## src/rtl/roc_decoder.sv

```systemverilog
`default_nettype none
// ============================================================================
// Module      : roc_decoder
// Description : Rank-order-code decoder. Spike indices arrive over a 4-phase
//               AER handshake; the n-th distinct index received gets pixel
//               value PIXEL_MAX_VALUE - n (saturating at 0). Duplicate and
//               out-of-range indices are acknowledged but only flag sticky
//               errors.
// Ports       : clk_i            - clock, all state on rising edge
//               rst_ni           - asynchronous active-low reset
//               start_i          - one-cycle pulse, clears image, starts decode
//               aerin_req_i      - 4-phase request
//               aerin_addr_i     - spike index, valid while request is high
//               aerin_ack_o      - 4-phase acknowledge
//               image_o          - packed image, word i at [i*PIXEL_BITS +: PIXEL_BITS]
//               decoder_busy_o   - high while waiting for / acknowledging events
//               decode_done_o    - all IMAGE_SIZE distinct indices received
//               dup_err_o        - sticky duplicate-index flag
//               addr_err_o       - sticky out-of-range-index flag
// Revision    : 1.0 - initial release
// ============================================================================
module roc_decoder #(
  parameter int IMAGE_SIZE      = 7,
  parameter int PIXEL_MAX_VALUE = 255,
  parameter int IDX_BITS        = $clog2(IMAGE_SIZE),
  parameter int PIXEL_BITS      = $clog2(PIXEL_MAX_VALUE + 1)
) (
  input  logic                               clk_i,
  input  logic                               rst_ni,
  input  logic                               start_i,
  input  logic                               aerin_req_i,
  input  logic [IDX_BITS-1:0]                aerin_addr_i,
  output logic                               aerin_ack_o,
  output logic [IMAGE_SIZE*PIXEL_BITS-1:0]   image_o,
  output logic                               decoder_busy_o,
  output logic                               decode_done_o,
  output logic                               dup_err_o,
  output logic                               addr_err_o
);

  localparam int RANK_BITS = $clog2(IMAGE_SIZE + 1);

  typedef enum logic [1:0] {
    S_IDLE     = 2'd0,
    S_WAIT_REQ = 2'd1,
    S_ACK      = 2'd2,
    S_DONE     = 2'd3
  } state_t;

  // Reset synchroniser: assertion is asynchronous so the handshake drops
  // immediately, release is aligned to the clock so every flop leaves reset
  // on the same edge.
  logic [1:0] rst_sync_q;
  logic       rst_n_int;

  always_ff @(posedge clk_i or negedge rst_ni) begin
    if (!rst_ni) begin
      rst_sync_q <= 2'b00;
    end else begin
      rst_sync_q <= {rst_sync_q[0], 1'b1};
    end
  end

  assign rst_n_int = rst_sync_q[1];

  state_t                  state_q;
  logic                    ack_q;
  logic                    busy_q;
  logic                    done_q;
  logic                    dup_q;
  logic                    aerr_q;
  logic [IMAGE_SIZE-1:0]   valid_q;
  logic [RANK_BITS-1:0]    rank_q;
  logic [PIXEL_BITS-1:0]   img_q [IMAGE_SIZE];

  logic [IMAGE_SIZE-1:0]   addr_oh;
  logic                    addr_bad;
  logic                    addr_dup;
  logic [PIXEL_BITS-1:0]   pix_d;

  // One-hot decode of the incoming index; an out-of-range index decodes to
  // all zeros so it can never touch the image or the bitmap.
  always_comb begin
    addr_oh = '0;
    for (int i = 0; i < IMAGE_SIZE; i++) begin
      addr_oh[i] = (32'(aerin_addr_i) == 32'(i));
    end
  end

  assign addr_bad = (32'(aerin_addr_i) >= 32'(IMAGE_SIZE));
  assign addr_dup = |(addr_oh & valid_q);

  // Pixel value for the next new index; clamps at 0 once the rank passes
  // the maximum pixel value.
  always_comb begin
    if (32'(rank_q) > 32'(PIXEL_MAX_VALUE)) begin
      pix_d = '0;
    end else begin
      pix_d = PIXEL_BITS'(32'(PIXEL_MAX_VALUE) - 32'(rank_q));
    end
  end

  always_ff @(posedge clk_i or negedge rst_n_int) begin
    if (!rst_n_int) begin
      state_q <= S_IDLE;
      ack_q   <= 1'b0;
      busy_q  <= 1'b0;
      done_q  <= 1'b0;
      dup_q   <= 1'b0;
      aerr_q  <= 1'b0;
      valid_q <= '0;
      rank_q  <= '0;
      for (int i = 0; i < IMAGE_SIZE; i++) begin
        img_q[i] <= '0;
      end
    end else if (start_i) begin
      // START wins over everything, including a request in the same cycle.
      state_q <= S_WAIT_REQ;
      ack_q   <= 1'b0;
      busy_q  <= 1'b1;
      done_q  <= 1'b0;
      dup_q   <= 1'b0;
      aerr_q  <= 1'b0;
      valid_q <= '0;
      rank_q  <= '0;
      for (int i = 0; i < IMAGE_SIZE; i++) begin
        img_q[i] <= '0;
      end
    end else begin
      case (state_q)
        S_WAIT_REQ: begin
          if (aerin_req_i) begin
            state_q <= S_ACK;
            ack_q   <= 1'b1;
            if (addr_bad) begin
              aerr_q <= 1'b1;
            end else if (addr_dup) begin
              dup_q <= 1'b1;
            end else begin
              for (int i = 0; i < IMAGE_SIZE; i++) begin
                if (addr_oh[i]) begin
                  img_q[i] <= pix_d;
                end
              end
              valid_q <= valid_q | addr_oh;
              rank_q  <= rank_q + RANK_BITS'(1);
            end
          end
        end
        S_ACK: begin
          if (!aerin_req_i) begin
            ack_q <= 1'b0;
            if (rank_q == RANK_BITS'(IMAGE_SIZE)) begin
              state_q <= S_DONE;
              busy_q  <= 1'b0;
              done_q  <= 1'b1;
            end else begin
              state_q <= S_WAIT_REQ;
            end
          end
        end
        default: begin
          // IDLE and DONE ignore requests and hold the image.
          state_q <= state_q;
        end
      endcase
    end
  end

  for (genvar g = 0; g < IMAGE_SIZE; g++) begin : g_img
    assign image_o[g*PIXEL_BITS +: PIXEL_BITS] = img_q[g];
  end

  assign aerin_ack_o    = ack_q;
  assign decoder_busy_o = busy_q;
  assign decode_done_o  = done_q;
  assign dup_err_o      = dup_q;
  assign addr_err_o     = aerr_q;

endmodule
`default_nettype wire

```

## config.mk

```make
export PLATFORM = sky130hd
export DESIGN_NAME = roc_decoder
export DESIGN_NICKNAME = d
export VERILOG_FILES = /design/src/rtl/roc_decoder.sv
export SDC_FILE = /design/constraint.sdc
export NUM_CORES = 1
export LEC_CHECK = 0
export BUFFER_PORTS_ARGS = -buffer_cell sky130_fd_sc_hd__buf_2
export CORE_MARGIN = 2
export CORE_UTILIZATION = 46
export CTS_BUF_LIST = sky130_fd_sc_hd__clkbuf_16
export CTS_CLUSTER_SIZE = 25
export DETAILED_ROUTE_END_ITERATION = 12
export PLACE_DENSITY_LB_ADDON = 0.3
export SYNTH_ARGS = -nofsm -noshare
export SYNTH_HDL_FRONTEND = slang
export SYNTH_SLANG_ARGS = --single-unit
```

## constraint.sdc

```tcl
create_clock -name clk_i -period 1.4 [get_ports clk_i]
set_input_delay 0.07 -clock clk_i [delete_from_list [all_inputs] [get_ports clk_i]]
set_output_delay 0.07 -clock clk_i [all_outputs]
set_load 0.1 [all_outputs]
```

# Word-level counts from Yosys, hierarchy flattened
# Index checks and enable logic that the tools add are counted.
# word_totals
inputBits,7
output_inout_bits,61
reg_bits,75
elab_cells,111
# classes
bitwise,2
reduce_logical,28
n_mux,48
add_sub_neg,2
n_eq_ne,14
order_cmp,1
# ops
operator,n
$mux W56,5
$mux W8,7
$mux W7,5
$reduce_and A5 Y1,7
$reduce_bool A2 Y1,13
$mux W1,20
$mux W3,5
$eq A3 B3 Y1 const B,4
$reduce_and A3 Y1,3
$mux W2,4
$reduce_and A4 Y1,2
$sub A8 B3 Y8 const A,1
$and A7 B7 Y7,1
$or A7 B7 Y7,1
$reduce_or A7 Y1,1
$eq A3 B2 Y1 const B,2
$ne A2 B2 Y1 const B,3
$ne A3 B3 Y1 const B,2
$pmux W2 S2,1
$add A3 B1 Y3 const B,1
$eq A3 B1 Y1 const B,1
$ge A3 B3 Y1 const B,1
$logic_not A3 Y1,1
$reduce_bool A3 Y1,1
other kinds (3),3

# Depth between registers and ports, before layout
# Gate-level depths: netlist of the first run.
# depth
word_depth,8
ltp_mapped,7
depth_no_buf,5

# Worst setup path before layout of the first run
# OpenSTA, ideal clock, no wires.
# synth_path
kind,register to register
from,register valid_q[3]
to,register rank_q[0]
t_required_ns,1.275
setup_time_ns,0.125
path_stages_with_launch,6
slack_ns,-0.203
period_less_slack_ns,1.603
arrival_time_ns,1.478
path_buffers,0
cell_sequence,dfrtp_1 mux2i_1 nor3b_2 or3_4 nor2b_4 mux2_4
# synth_between
elab_chain_cells,4
# synth_lines
element,line,text
"start, declared",72,logic [IMAGE_SIZE-1:0] valid_q;
"start signal, assigned",145,valid_q <= valid_q | addr_oh;
$and A7 B7 Y7,91,assign addr_dup = |(addr_oh & valid_q);
$reduce_or A7 Y1,91,
$ne A2 B2 Y1 (no line),-,
$reduce_and A4 Y1 (no line),-,
"end signal, assigned",146,rank_q <= rank_q + RANK_BITS'(1);
"end, declared",73,logic [RANK_BITS-1:0] rank_q;
# Every way passes these cells.
# A chain may end at the register's enable or synchronous reset.

# Final worst setup path of the first run
# layout_path
from,register state_q[1]
to,register img_q (netlist bit image_o[16])
# layout_between
elab_chain_cells,3
# layout_lines
element,line,text
"start, declared",66,state_t state_q;
"start signal, assigned",164,state_q <= state_q;
$eq A2 B1 Y1,130,case (state_q)
$reduce_bool A2 Y1 (no line),-,
$reduce_and A5 Y1 (no line),-,
"end signal, assigned by index",142,img_q[i] <= pix_d;
"end, declared",74,logic [PIXEL_BITS-1:0] img_q [IMAGE_SIZE];
# Every way passes these cells.

==> results of run 1 <==
## cell usage after synthesis, types with 2 or more instances
| library cell | instances | area share (%) |
|---|---|---|
| a21oi_1 | 30 | 6.5 |
| buf_2 | 5 | 1.1 |
| buf_4 | 28 | 9.1 |
| buf_6 | 2 | 0.98 |
| clkbuf_1 | 6 | 0.98 |
| dfrtp_1 | 47 | 51 |
| ha_1 | 2 | 1.1 |
| inv_1 | 14 | 2.3 |
| mux2i_1 | 11 | 4.8 |
| nand2_1 | 2 | 0.33 |
| nand2b_1 | 6 | 1.6 |
| nor2_1 | 51 | 8.3 |
| nor3_1 | 3 | 0.65 |
| o21ai_0 | 2 | 0.43 |
| or3_1 | 3 | 0.82 |
| or4_1 | 3 | 0.98 |
## per-layer routing
layer / part of all wire (%) / track usage, % / vias to the layer above / wire length [um]
li1: - / - / 854 / -
met1: 43 / 25.3 / 883 / 2180
met2: 50 / 30.9 / 41 / 2530
met3: 4.3 / 4.42 / 10 / 217
met4: 1.8 / 6.55 / 0 / 91
met5: 0 / 0 / - / 0
## worst max path at each step
stage                     from     endpoint  slack [ns]
finish              state_q[1]  image_o[16]       -0.20
global route        valid_q[4]    rank_q[0]       -0.26
detailed placement  state_q[1]  image_o[24]       -0.22
CTS                 valid_q[3]    rank_q[0]       -0.17
floorplan           valid_q[3]    rank_q[0]       -0.18
global placement    state_q[1]  image_o[24]       -0.18
## logic make-up after synthesis
kind of cell,after synthesis,synth area share [%]
AO/OA/AOI/OAI,37,9.51
adder cells (fa/ha/maj),2,1.09
buffers and inverters,56,14.7
flip-flops,47,51.1
multiplexers,12,5.43
other,1,0.163
AND/OR/NAND/NOR,77,18.0
## flip-flops by register name, indices dropped and copies added, names as in the netlist
| signal | flops |
|---|---|
| state_q | 2 |
| rst_sync_q | 2 |
| rank_q | 3 |
| valid_q | 7 |
| image_o | 28 |
| dup_err_o | 1 |
| decode_done_o | 1 |
| decoder_busy_o | 1 |
| aerin_ack_o | 1 |
| addr_err_o | 1 |
## final cells by class
| cell class | instances | area [um^2] | area share, % |
|---|---|---|---|
| sequential | 47 | 1190 | 38.6 |
| multi-input combinational | 129 | 976 | 31.8 |
| timing repair buffer | 101 | 636 | 20.7 |
| clock buffer | 5 | 125 | 4.07 |
| tap | 67 | 83.8 | 2.73 |
| inverter | 14 | 52.6 | 1.71 |
| clock inverter | 3 | 12.5 | 0.407 |
## power by group
| group | switching, mW | leakage [nW] | internal [mW] |
|---|---|---|---|
| logic | 0.582 | 0.871 | 0.199 |
| clock network | 0.470 | 0.0762 | 0.645 |
| registers | 0.0405 | 0.623 | 1.41 |
## what timing repair did
action | in CTS | in global routing
resized for setup | 25 | 22
hold buffers | 1 | 0
setup endpoints to repair | 33 | 37
endpoints found under the hold margin | 2 | 0
buffers inserted | 6 | 2
pin swaps | 14 | 10
## per-stage QoR
step / std cells / power [mW] / hold WS (ns)
global route: 366 / 3.48 / 0.0966
global placement: 350 / 2.19 / -0.144
detailed placement: 350 / 2.20 / -0.143
CTS: 365 / 3.35 / 0.0864
floorplan: 232 / 2.07 / -0.226
finish: 366 / 3.34 / 0.0920
==> impl_metrics.ini, run 1 <==
[floorplanning]
die_x_um = 74.7
start_util_pct = 48.1
die-area_mm2 = 0.00559
core_mm2 = 0.00479
io_pins = 68
die_y_um = 74.7
num_rows = 25

[sta]
fin_skew_ns = 0.00581
rsz0062_at_grt = true
hold_viol = 0
fin_crit_ns = 1.60
finalMaxSlewViolations = 0
setup_violations = 32
clock.fmax_mhz = 624
tns_ns = -3.39
worstMarginPinSlew_ns = 0.563
fin_crit_sh_pct = 115
setup_ws_ns = -0.204
max_slew_margin_pct = 62.5

[final_layout]
drive_gt1_share_pct = 56.5
final_common_cell = buf_2
final_util_pct = 64.2
syn_to_final_growth_pct = 33.5
num_antenna_cells = 0
stdcell_area_mm2 = 0.00307
nets = 307
final_cell_mix = 67 x buf_2, 38 x dfrtp_1, 35 x nor2_1
fill_cells = 381

[synthesis]
ys_seq_elements = 47
synth-async-reset-ratio_pct = 100
yosysWarningCount = 0
netlist_instances = 232
synth-edff-count = 0
yosysSeqAreaShare_pct = 51.1
syn_area_mm2 = 0.00230
avgSynthCellArea_um2 = 9.92
yosys_most_used_dff = dfrtp_1
ys_types = 33
syn-num-nets = 241

[grt]
grt_pass1_vias = 1696
grt_pass1_wl_mm = 8.01
grt_max_degree = 38
antenna_found_initial = 0
grtUsageTotal_pct = 19.0
grt_overflow = 0

[detailed_routing]
drc_errors = 0
ant_nets = 0
first_iter_violations = 53
dr.pass1.iters = 4
vias = 1788
avgViaCountPerCell = 4.89
wl_per_cell_um = 13.7
routed_wl_mm = 5.02

[critical_path]
cp_slowest_stage_delay_ns = 0.53
endpoint_kind = flip-flop
r2r_slack_ns = -0.20
r2r-end = image_o[16]
reg2reg_depth = 6
crit_path_top_delay_cell = or4_4
path_delay_family = simple AND/OR/NAND/NOR gates
crit_arrival_ns = 1.81
path_class = reg2reg
cp.depth = 6
path_cells = nand3b_4, buf_6, or4_4, nor2_4, a21oi_2, nor2_1
path_max_fanout = 8
start_kind = flip-flop
worst_r2r_startpoint = state_q[1]
crit_buf_inv = 1
cp.required_ns = 1.61

[run_status]
violations = negative setup slack
outcome = finished with violations

[clocking]
clock_latency_ns = 0.28
tritoncts = built
cts_buffer_depth = 2
cts_root_buffer = clkbuf_16
cts_buffers = 5
clk_pin_slew_ns = 0.06
clock-sinks = 47
cts-htree-levels = 2

[placed_design]
postPlaceCellArea_mm2 = 0.00271
gp_congestion = 0.818
portBuffers = 67
dp_slack_ns = -0.219
dpl.hpwl_mm = 3.36

[flow_run]
cap_viol_max_count = 0

[power_and_ir_drop]
power.density_mw_per_mm2 = 1090
max-vdd-ir-drop_mv = 0.756
p_leak_nw = 1.57

[hold_path]
hold_class = in2async
(Power assumes the default switching activity.)
==> run 2: changes to the inputs <==
--- a/config.mk
+++ b/config.mk
@@ -9,9 +9,11 @@
 export CORE_MARGIN = 2
 export CORE_UTILIZATION = 46
 export CTS_BUF_LIST = sky130_fd_sc_hd__clkbuf_16
+export CTS_CLUSTER_DIAMETER = 60
 export CTS_CLUSTER_SIZE = 25
 export DETAILED_ROUTE_END_ITERATION = 12
 export PLACE_DENSITY_LB_ADDON = 0.3
+export SETUP_SLACK_MARGIN = 0.15
 export SYNTH_ARGS = -nofsm -noshare
 export SYNTH_HDL_FRONTEND = slang
 export SYNTH_SLANG_ARGS = --single-unit
==> impl_metrics.ini, run 2 (synthesized netlist as in run 1, its figures left out) <==
[final_layout]
stdcell_area_mm2 = 0.00323
multiInputGateArea_mm2 = 0.00102
syn_to_final_growth_pct = 40.4
nets = 316
seqCellArea_mm2 = 0.00119
num_antenna_cells = 0
drive_gt1_share_pct = 60.1
final_common_cell = buf_2
largest_register_ffs = 28
fill_cells = 392
final_util_pct = 67.5
final_cell_mix = 67 x buf_2, 37 x dfrtp_1, 33 x nor2_1

[critical_path]
endpoint_kind = flip-flop
crit_buf_inv = 0
crit_arrival_ns = 1.79
path_max_fanout = 3
r2r_slack_ns = -0.22
path_cells = mux2i_2, nor3b_4, or3_4, nor2b_4, mux2_4
worst_r2r_startpoint = valid_q[1]
path_delay_family = simple AND/OR/NAND/NOR gates
cp_slowest_stage_delay_ns = 0.39
start_kind = flip-flop
crit_path_top_delay_cell = dfrtp_1
path_class = reg2reg
reg2reg_depth = 5
r2r-end = rank_q[0]
cp.required_ns = 1.57

[power_and_ir_drop]
p_sw_mw = 1.10
clkPwrFrac_pct = 32.9
internal-power_mw = 2.27
power_frac_seq_pct = 43.0
switching_share_pct = 32.7
p_leak_nw = 1.63
max-vdd-ir-drop_mv = 0.869
pwr-share-comb_pct = 24.1
power_mw = 3.37
power.density_mw_per_mm2 = 1040

[sta]
finalMaxSlewViolations = 0
rsz0062_at_grt = true
setup_ws_ns = -0.224
fin_crit_sh_pct = 116
fin_crit_ns = 1.62
setup_violations = 35
fin_skew_ns = 0.00272
clock.fmax_mhz = 616
hold_viol = 0

[placed_design]
postPlaceCellArea_mm2 = 0.00280
gp_congestion = 0.784
dp_slack_ns = -0.198
portBuffers = 67
dpl.hpwl_mm = 3.41

[detailed_routing]
ant_nets = 0
wl_per_cell_um = 13.9
vias = 1800
first_iter_violations = 104
drc_errors = 0
dr.pass1.iters = 4
avgViaCountPerCell = 4.80
routed_wl_mm = 5.22

[grt]
grtUsageTotal_pct = 19.2
grt_pass1_wl_mm = 8.13
antenna_found_initial = 0
grt_max_degree = 30
grt_overflow = 0
grt_pass1_vias = 1702

[floorplanning]
die_y_um = 74.7
num_rows = 25
io_pins = 68
die_x_um = 74.7
core_mm2 = 0.00479
die-area_mm2 = 0.00559
start_util_pct = 48.1

[run_status]
violations = negative setup slack
outcome = finished with violations

[hold_path]
hold_class = in2async

[clocking]
cts_root_buffer = clkbuf_16
clock-sinks = 47
clock_latency_ns = 0.28
cts_buffers = 5
cts_buffer_depth = 2
clk_pin_slew_ns = 0.06
tritoncts = built
cts-htree-levels = 2

[flow_run]
cap_viol_max_count = 0
==> run 2: cell count changes in the layout (fill, tap and decap cells not counted), sizes merged <==
cell / delta
buf: +9
==> run 2: worst max path at each step <==
stage | startpoint | end | slack (ns) | cells past startpoint
global placement | valid_q[3] | rank_q[0] | -0.17 | 5
global route | valid_q[1] | image_o[42] | -0.30 | 6
floorplan | valid_q[3] | rank_q[0] | -0.18 | 5
detailed placement | valid_q[3] | rank_q[0] | -0.20 | 5
finish | valid_q[1] | rank_q[0] | -0.22 | 5
CTS | valid_q[3] | rank_q[0] | -0.20 | 5
==> run 2: repair_timing <==
item                       in CTS  in global routing
buffers inserted                5                  6
hold endpoints to repair        2                  0
setup endpoints to repair      39                 39
hold buffers                    1                  0
pin swaps                       5                 20
gates resized for setup        26                 26
==> run 2: worst reg2reg max path, delay by kind of cell (launching register included) <==
kind          cells  cell delay (ns)
flops             1             0.39
simple gates      3             0.62
mux               2             0.50
==> run 2: stage by stage <==
step	instances	hold WS [ns]	setup TNS (ns)
after floorplan	232	-0.226	-1.24
after global placement	355	-0.144	-2.64
after detailed placement	355	-0.145	-3.39
after CTS	369	0.0859	-3.30
after global routing	375	0.113	-7.18
final	375	0.0967	-4.62
==> run 2: layout make-up <==
class	count	share of cell area, %
multi-input cells	129	31.6
clock inverters	3	0.387
repair buffers	110	23.2
clock buffers	5	3.87
well taps	67	2.59
inverters	14	1.63
flip-flops and latches	47	36.8
==> run 2: layer usage <==
layer	routed length, um	part of all wire [%]	track usage (%)	up-vias
met5	0	0	0	-
met3	199	3.8	3.48	5
met1	2360	45	26.9	884
li1	-	-	-	873
met4	40	0.77	4.76	0
met2	2620	50	31.1	38
==> run 2: power groups by stage <==
stage,Combinational [mW],Sequential (mW),Clock (mW)
CTS,0.778,1.45,1.14
detailed placement,0.747,1.47,0
finish,0.812,1.45,1.11
floorplan,0.399,1.69,0
global route,0.851,1.46,1.19
global placement,0.739,1.47,0
==> run 3: changes to the inputs <==
--- a/config.mk
+++ b/config.mk
@@ -6,8 +6,10 @@
 export NUM_CORES = 1
 export LEC_CHECK = 0
 export BUFFER_PORTS_ARGS = -buffer_cell sky130_fd_sc_hd__buf_2
+export CELL_PAD_IN_SITES_DETAIL_PLACEMENT = 1
+export CELL_PAD_IN_SITES_GLOBAL_PLACEMENT = 2
 export CORE_MARGIN = 2
-export CORE_UTILIZATION = 46
+export CORE_UTILIZATION = 28
 export CTS_BUF_LIST = sky130_fd_sc_hd__clkbuf_16
 export CTS_CLUSTER_DIAMETER = 60
 export CTS_CLUSTER_SIZE = 25
@@ -17,3 +19,4 @@
 export SYNTH_ARGS = -nofsm -noshare
 export SYNTH_HDL_FRONTEND = slang
 export SYNTH_SLANG_ARGS = --single-unit
+export TNS_END_PERCENT = 30
==> impl_metrics.ini, run 3 (synthesized netlist as in run 1, its figures left out) <==
[clocking]
clock_latency_ns = 0.29
cts_buffers = 5
clock-sinks = 47
clk_pin_slew_ns = 0.07
cts_root_buffer = clkbuf_16
cts_buffer_depth = 2
cts-htree-levels = 2
tritoncts = built

[floorplanning]
die-area_mm2 = 0.00896
io_pins = 68
start_util_pct = 28.4
num_rows = 33
die_x_um = 94.7
die_y_um = 94.7
core_mm2 = 0.00809

[sta]
setup_violations = 34
finalMaxSlewViolations = 0
setup_ws_ns = -0.202
fin_skew_ns = 0.00913
rsz0062_at_grt = true
fin_crit_ns = 1.60
fin_crit_sh_pct = 114
clock.fmax_mhz = 624
hold_viol = 0
whs_ns = 0.0871

[detailed_routing]
routed_wl_mm = 5.53
dr.pass1.iters = 4
wl_per_cell_um = 13.8
first_iter_violations = 38
vias = 1744
ant_nets = 0
drc_errors = 0
avgViaCountPerCell = 4.35

[final_layout]
final_cell_mix = 62 x buf_2, 40 x dfrtp_1, 39 x nor2_1
final_common_cell = buf_2
fill_cells = 951
stdcell_area_mm2 = 0.00306
syn_to_final_growth_pct = 33.1
num_antenna_cells = 0
largest_register_ffs = 28
nets = 304
drive_gt1_share_pct = 51.7

[critical_path]
path_max_fanout = 3
endpoint_kind = flip-flop
path_class = reg2reg
crit_arrival_ns = 1.78
cp_slowest_stage_delay_ns = 0.39
crit_path_top_delay_cell = or3_4
path_delay_family = simple AND/OR/NAND/NOR gates
crit_buf_inv = 0
cp.required_ns = 1.58
path_cells = mux2i_1, nor3b_2, or3_4, nor2b_4, mux2_4
start_kind = flip-flop

[grt]
grt_overflow = 0
grt_pass1_wl_mm = 9.16
antenna_found_initial = 0
grt_pass1_vias = 1815
grt_max_degree = 46
grtUsageTotal_pct = 13.5

[power_and_ir_drop]
power_frac_seq_pct = 40.2
p_leak_nw = 1.55
switching_share_pct = 32.1
pwr-share-comb_pct = 21.2
power_mw = 3.59
clkPwrFrac_pct = 38.6
p_sw_mw = 1.15
power.density_mw_per_mm2 = 1170
internal-power_mw = 2.44
max-vdd-ir-drop_mv = 0.416

[run_status]
violations = negative setup slack
outcome = finished with violations

[placed_design]
gp_congestion = 0.799
dpl.hpwl_mm = 3.86
portBuffers = 67
dp_slack_ns = -0.234
postPlaceCellArea_mm2 = 0.00276

[hold_path]
hold_class = in2async

[flow_run]
cap_viol_max_count = 0
==> run 3: worst paths after layout <==
kind	startpoint	to	slack (ns)	depth (start not counted)
max	valid_q[3]	rank_q[0]	-0.20	5
min	rst_ni	rst_sync_q[1]	0.09	2
max reg2reg	valid_q[3]	rank_q[0]	-0.20	5
min reg2reg	rst_sync_q[1]	image_o[1]	0.24	1
max in group asynchronous	rst_sync_q[1]	image_o[30]	0.92	1
min in group clk_i	start_i	image_o[38]	0.20	2
==> run 3: what timing repair did <==
action / CTS / global route
hold buffers: 1 / 0
setup buffers: 2 / 2
setup endpoints to repair: 39 / 46
pin swaps: 5 / 3
endpoints found under the hold margin: 2 / 0
gates resized for setup: 10 / 17
==> run 3: routing by layer <==
| layer | GRT usage [%] | share of wire, % | routed length (um) |
|---|---|---|---|
| met4 | 5.07 | 1.1 | 61 |
| met3 | 3.27 | 5.0 | 279 |
| met5 | 0 | 0 | 0 |
| met1 | 17.7 | 45 | 2510 |
| met2 | 21.4 | 48 | 2680 |
==> run 3: power by group through the flow <==
stage               Combinational (mW)  Sequential (mW)  Clock, mW
floorplan                        0.389             1.69          0
global placement                 0.738             1.46          0
detailed placement               0.743             1.47          0
CTS                              0.758             1.44       1.44
global route                     0.808             1.45       1.48
finish                           0.763             1.44       1.38
==> run 3: stage by stage <==
| step | setup TNS (ns) | std cells | utilization, % |
|---|---|---|---|
| final | -3.28 | 401 | 37.9 |
| after global routing | -6.48 | 401 | 37.9 |
| after CTS | -3.45 | 399 | 37.0 |
| after detailed placement | -4.50 | 388 | 34.1 |
| after global placement | -3.45 | 388 | 34.1 |
| after floorplan | -2.33 | 232 | - |
==> run 3: layout make-up <==
cell class | count | area, um^2 | area share [%]
Timing Repair Buffer | 98 | 607 | 19.8
Clock buffer | 5 | 125 | 4.08
Multi-Input combinational cell | 129 | 917 | 29.9
Inverter | 14 | 52.6 | 1.71
Tap cell | 105 | 131 | 4.29
Clock inverter | 3 | 46.3 | 1.51
Sequential cell | 47 | 1180 | 38.7
